$ cat config.mk
export PLATFORM = sky130hd
export DESIGN_NAME = mult_datapath
export DESIGN_NICKNAME = d
export VERILOG_FILES = /design/src/rtl/mult_datapath_pkg.sv /design/src/rtl/mult_datapath_bit_counter.sv /design/src/rtl/mult_datapath.sv
export SDC_FILE = /design/constraint.sdc
export NUM_CORES = 1
export LEC_CHECK = 0
export ABC_AREA = 0
export CORE_ASPECT_RATIO = 1.2
export CORE_MARGIN = 4
export CORE_UTILIZATION = 50
export CTS_CLUSTER_DIAMETER = 60
export DETAILED_ROUTE_END_ITERATION = 10
export HOLD_SLACK_MARGIN = 0.1
export PLACE_DENSITY = 0.7
export REMOVE_ABC_BUFFERS = 1
export SLEW_MARGIN = 10
export SYNTH_ARGS = -nofsm -noshare
export SYNTH_HDL_FRONTEND = slang
export SYNTH_HIERARCHICAL = 1
export SYNTH_SLANG_ARGS = --single-unit
$ cat constraint.sdc
create_clock -name clk -period 6.84 [get_ports clk]
set_input_delay 1.368 -clock clk [delete_from_list [all_inputs] [get_ports clk]]
set_output_delay 1.368 -clock clk [all_outputs]
set_load 0.005 [all_outputs]
$ cat src/rtl/mult_datapath_pkg.sv
// Parameter_Definitions: shared operand width and multiplier FSM state type.
package Parameter_Definitions;
  localparam int WORD_LENGTH = 16;
  typedef enum logic [1:0] {LOAD, RUN, DONE} state_t;
endpackage

$ cat src/rtl/mult_datapath_bit_counter.sv
// bit_counter: iteration counter with a registered flag that stays set until clear.
module bit_counter #(
  parameter int WIDTH = 5,
  parameter int TERMINAL = 16
) (
  input  logic             clk,
  input  logic             rst,
  input  logic             clear,
  input  logic             enable,
  output logic [WIDTH-1:0] count,
  output logic             flag
);
  always_ff @(posedge clk or posedge rst) begin
    if (rst) begin
      count <= '0;
      flag  <= 1'b0;
    end else if (clear) begin
      count <= '0;
      flag  <= 1'b0;
    end else if (enable) begin
      count <= count + 1'b1;
      if (count == WIDTH'(TERMINAL - 1)) flag <= 1'b1;
    end
  end
endmodule

$ cat src/rtl/mult_datapath.sv
// mult_datapath: signed shift-and-add multiplier, one iteration per clock,
// operating on magnitudes and applying the sign on the final iteration.
module mult_datapath
  import Parameter_Definitions::*;
#(
  parameter int WORD_LENGTH = Parameter_Definitions::WORD_LENGTH
) (
  input  logic                     clk,
  input  logic                     rst,
  input  logic                     force_reset,
  input  logic [WORD_LENGTH-1:0]   multiplicand,
  input  logic [WORD_LENGTH-1:0]   multiplier,
  output logic                     counter_flag,
  output logic [2*WORD_LENGTH-1:0] product
);
  localparam int CW = $clog2(WORD_LENGTH) + 1;
  state_t state, state_next;
  logic [2*WORD_LENGTH-1:0] mcand, acc, acc_next;
  logic [WORD_LENGTH-1:0] mplier;
  logic [CW-1:0] count;
  logic sign, step, last;
  // Unsigned magnitude; the most negative value maps to 2^(W-1) without overflow.
  function automatic logic [WORD_LENGTH-1:0] mag(input logic [WORD_LENGTH-1:0] x);
    return x[WORD_LENGTH-1] ? -x : x;
  endfunction
  assign step     = !force_reset && state != DONE;
  assign last     = count == CW'(WORD_LENGTH - 1);
  assign acc_next = acc + (mplier[0] ? mcand : '0);
  bit_counter #(.WIDTH(CW), .TERMINAL(WORD_LENGTH)) u_counter (
    .clk    (clk),
    .rst    (rst),
    .clear  (force_reset),
    .enable (step),
    .count  (count),
    .flag   (counter_flag)
  );
  always_ff @(posedge clk or posedge rst) begin
    if (rst) state <= LOAD;
    else state <= state_next;
  end
  always_comb begin
    state_next = state;
    if (force_reset) state_next = LOAD;
    else if (state != DONE) state_next = last ? DONE : RUN;
  end
  always_ff @(posedge clk or posedge rst) begin
    if (rst) begin
      mcand   <= '0;
      mplier  <= '0;
      sign    <= 1'b0;
      acc     <= '0;
      product <= '0;
    end else if (force_reset) begin
      mcand   <= {{WORD_LENGTH{1'b0}}, mag(multiplicand)};
      mplier  <= mag(multiplier);
      sign    <= multiplicand[WORD_LENGTH-1] ^ multiplier[WORD_LENGTH-1];
      acc     <= '0;
      product <= '0;
    end else if (step) begin
      acc    <= acc_next;
      mcand  <= mcand << 1;
      mplier <= mplier >> 1;
      if (last) product <= sign ? -acc_next : acc_next;
    end
  end
endmodule

==> results by group <==
Timing
  • Final setup fails: 0
  • Clock skew: just under 0.01 ns
  • Final period utilization: 0.7272
  • Number of hold violations in the final report: 0
  • Max-slew violations: 0
  • Slew margin rel.: 0.3660
  • Peak Freq: a little over 0.2 GHz
  • Final WS setup: roughly 1.9 ns
  • Final min period: just under 5 ns
  • Setup TNS: 0 ns
  • Worst hold slack: 0.4731 ns
  • RSZ-0062 raised after global routing: no
  • Worst-Margin Slew: 0.9510 ns

CTS
  • Clock Latency Late Sink: ~0.42 ns
  • Setup bufs post-CTS: 0
  • CTS tree: built
  • Htree depth: 4
  • CTS root buf: clkbuf_16
  • Hold buffers post-CTS: 0
  • Number of buffers created by CTS: 17
  • Sink Count: about 120
  • Resized cells post-CTS: 0
  • Clk slew on worst S/H paths: 0.06 ns
  • CTS max path bufs: 2

Power
  • Sw Share: 0.3027
  • Clock share of power: 0.404
  • Register share of total power: 0.380
  • Pwr dens: around 220 nW/um^2
  • P_sw: between 600 and 700 uW
  • Internal power: between 1000 and 1500 uW
  • Max VDD drop: around 0.00016 V
  • Combinational Power Share: 0.216
  • Pleak: approximately 0.0043 uW

Synthesis
  • Synth async-reset ratio: 1.000
  • Synth Cell Area: 8273 um^2
  • Seq/Total Area, Yosys: 0.3660
  • Synth Register Bits: approximately 120
  • Synth unique cells: 64
  • Post-synth top flop: dfrtp_1
  • Yosys top cell by area: dfrtp_1
  • Synth warn: 6
  • Number of enable flip-flop cells after synthesis: 0
  • Yosys top cell area share: 0.3660
  • Mean Syn Cell Area: approximately 8.4 um^2
  • Synth top area cells: dfrtp_1 (37%), nand2_1 (8.3%), ha_1 (5.4%)
  • Post-Syn Instances: 990

Worst setup path
  • CP Cell Sequence: and2_1 -> ha_1 -> fa_1 -> a21o_1 -> a221o_1 -> xnor2_1 -> o21ai_1 -> nor4_1 -> nand3_1 -> or4_4 -> o41a_1 -> xnor2_1 -> a32o_1
  • Crit. End Element: flop
  • Slowest CP cell: dfrtp_1
  • Crit path DAT: ~5.3 ns
  • Startpoint Class: flop
  • Worst path required time: slightly above 7 ns
  • Critical path's most frequent cell: xnor2_1
  • Worst path max stage delay: ~0.68 ns
  • CP Launch Point: mplier[0]
  • Worst-path maximum fanout: 33
  • Reg2reg start: mplier[0]
  • Setup CP Type: flop to flop

Cells and area
  • Share of layout cells above drive strength 1: 0.05309
  • Post-Layout Cell Count: 1248
  • ANT cells: 0
  • Syn-to-layout area delta: 16.03%
  • Final nets: 1097
  • Fillers: 1544

Placement
  • HPWL Detailed: around 13000 um
  • Port bufs: 67
  • Place WS: between 1.5 and 2 ns
  • Placed cells: 1218
  • GP Congestion: just over 0.9

Drt
  • Via/cell ratio: roughly 5.6
  • DR iter-0 viols: about 480
  • Routed via count: roughly 7000
  • Wirelength per Cell: ~15 um
  • Post-route antenna net violation count: 0
  • Post-Route WL: 18660 um
  • DRC errors left: 0
  • First-pass iteration count of the detailed router: 5

Global route
  • Initial antenna violation count: 0
  • Vias in the first global route: between 6000 and 7000
  • Global-route wire length before repair: roughly 32000 um
  • Largest net degree at the start of global routing: about 110
  • Grt ovf: 0
  • GRT Resource Usage Total: 0.2056

Outcome
  • Outcome: finished clean

Floorplanning
  • IO Count: 68
  • Die X: about 130 um
  • Die area: approximately 19000 um^2
  • Die H: approximately 150 um
  • Core Footprint: 16210 um^2
  • Core Rows: slightly above 50
  • Starting Density: 0.5104

Min path
  • Hold Path Class: flop to flop
  • Worst Hold Launch: product[22]

Job
  • Max_cap viols: 0
cell usage in the layout, fill, tap and decap left out, types with 12 or more instances in the layout:
cell / netlist / final
a211oi_1: 12 / 12
clkdlybuf4s50_1: 0 / 66
mux2i_1: 34 / 34
ha_1: 36 / 36
xor2_1: 38 / 38
inv_1: 16 / 15
clkbuf_16: 0 / 17
dfrtp_1: 121 / 121
o21ai_0: 86 / 86
nand3_1: 13 / 13
nor2_1: 56 / 56
xnor2_1: 44 / 44
and2_1: 36 / 36
a21oi_1: 76 / 75
nor3_1: 16 / 16
nand2_1: 184 / 184
a21o_1: 17 / 17
o31ai_1: 20 / 20
per-stage QoR:
step           area (um^2)  total power [uW]  utilization
2_1_floorplan         8036              1123            -
3_3_place_gp          9046              1243       0.5581
3_5_place_dp          9046              1251       0.5581
4_1_cts               9599              2095       0.5922
5_1_grt               9599              2198       0.5922
6_report              9599              2084       0.5922
power by group through the flow:
stage | clock (uW) | sequential (uW) | combinational (uW)
2_1_floorplan | 0 | 798 | 324
3_3_place_gp | 0 | 803 | 440
3_5_place_dp | 0 | 805 | 446
4_1_cts | 854 | 793 | 449
5_1_grt | 889 | 799 | 510
6_report | 842 | 792 | 450
worst max-delay path: cells and delay by family (launching register included):
| kind | cells | cell delay [ns] |
|---|---|---|
| AND/OR/NAND/NOR | 4 | 1.60 |
| XOR/XNOR | 2 | 0.43 |
| adder cells (fa/ha/maj) | 2 | 0.64 |
| flip-flops | 1 | 0.68 |
| AO/OA/AOI/OAI | 5 | 1.52 |
synth_stat cells (all sizes together), types with 3 or more instances:
| cell type | number |
|---|---|
| o211ai | 6 |
| a21o | 17 |
| nand2 | 184 |
| dfrtp | 121 |
| nand2b | 9 |
| a21oi | 77 |
| inv | 16 |
| ha | 36 |
| o21bai | 4 |
| nor3 | 16 |
| o21ai | 93 |
| nand3 | 13 |
| a211oi | 14 |
| o41ai | 8 |
| nor2b | 5 |
| o31ai | 20 |
| and2 | 36 |
| clkbuf | 47 |
| nor4 | 5 |
| mux2i | 34 |
| or4 | 6 |
| buf | 12 |
| xor2 | 38 |
| or3 | 11 |
| and3 | 7 |
| nand4 | 9 |
| xnor2 | 44 |
| nor2 | 56 |
| o21a | 4 |
| and4 | 3 |
area by class of cell:
class | instances | area [um^2] | area share
Multi-Input combinational cell | 794 | 4962 | 0.5169
Sequential cell | 121 | 3028 | 0.3154
Timing Repair Buffer | 75 | 728.2 | 0.07586
Clock buffer | 20 | 456.7 | 0.04758
Tap cell | 212 | 265.3 | 0.02763
Clock inverter | 10 | 96.34 | 0.01004
Inverter | 16 | 62.56 | 0.006517
metal layers:
layer | track usage | vias to the layer above | part of all wire
met4 | 0.07809 | 0 | 0.022
li1 | - | 3559 | -
met2 | 0.3290 | 156 | 0.46
met3 | 0.02543 | 29 | 0.043
met1 | 0.2869 | 3250 | 0.48
met5 | 0 | - | 0
path summary, 6_finish.rpt:
kind                                  endpoint  slack, ns  cells past startpoint
worst max register to register     product[31]       1.87                     13
worst min register to register     product[22]       0.47                      2
max in group asynchronous          product[16]       4.22                      3
worst max-delay path               product[31]       1.87                     13
min in group asynchronous       u_counter/flag       1.26                      2
worst min-delay path               product[22]       0.47                      2
state kept, by name, summed over array words and instances (netlist names):
name and flops:
product 32, sign 1, state 2, mcand 32, u_counter/count 5, u_counter/flag 1, acc 32, mplier 16
logic make-up after synthesis:
group	count (synthesis)	synth area share
fa+ha+maj	37	0.05687
mux	35	0.04295
buf+inv	75	0.03584
flops	121	0.3660
xor+xnor	82	0.08681
compound gates	270	0.2015
simple gates	370	0.2101
No activity file was read; power rests on OpenSTA's default activity.
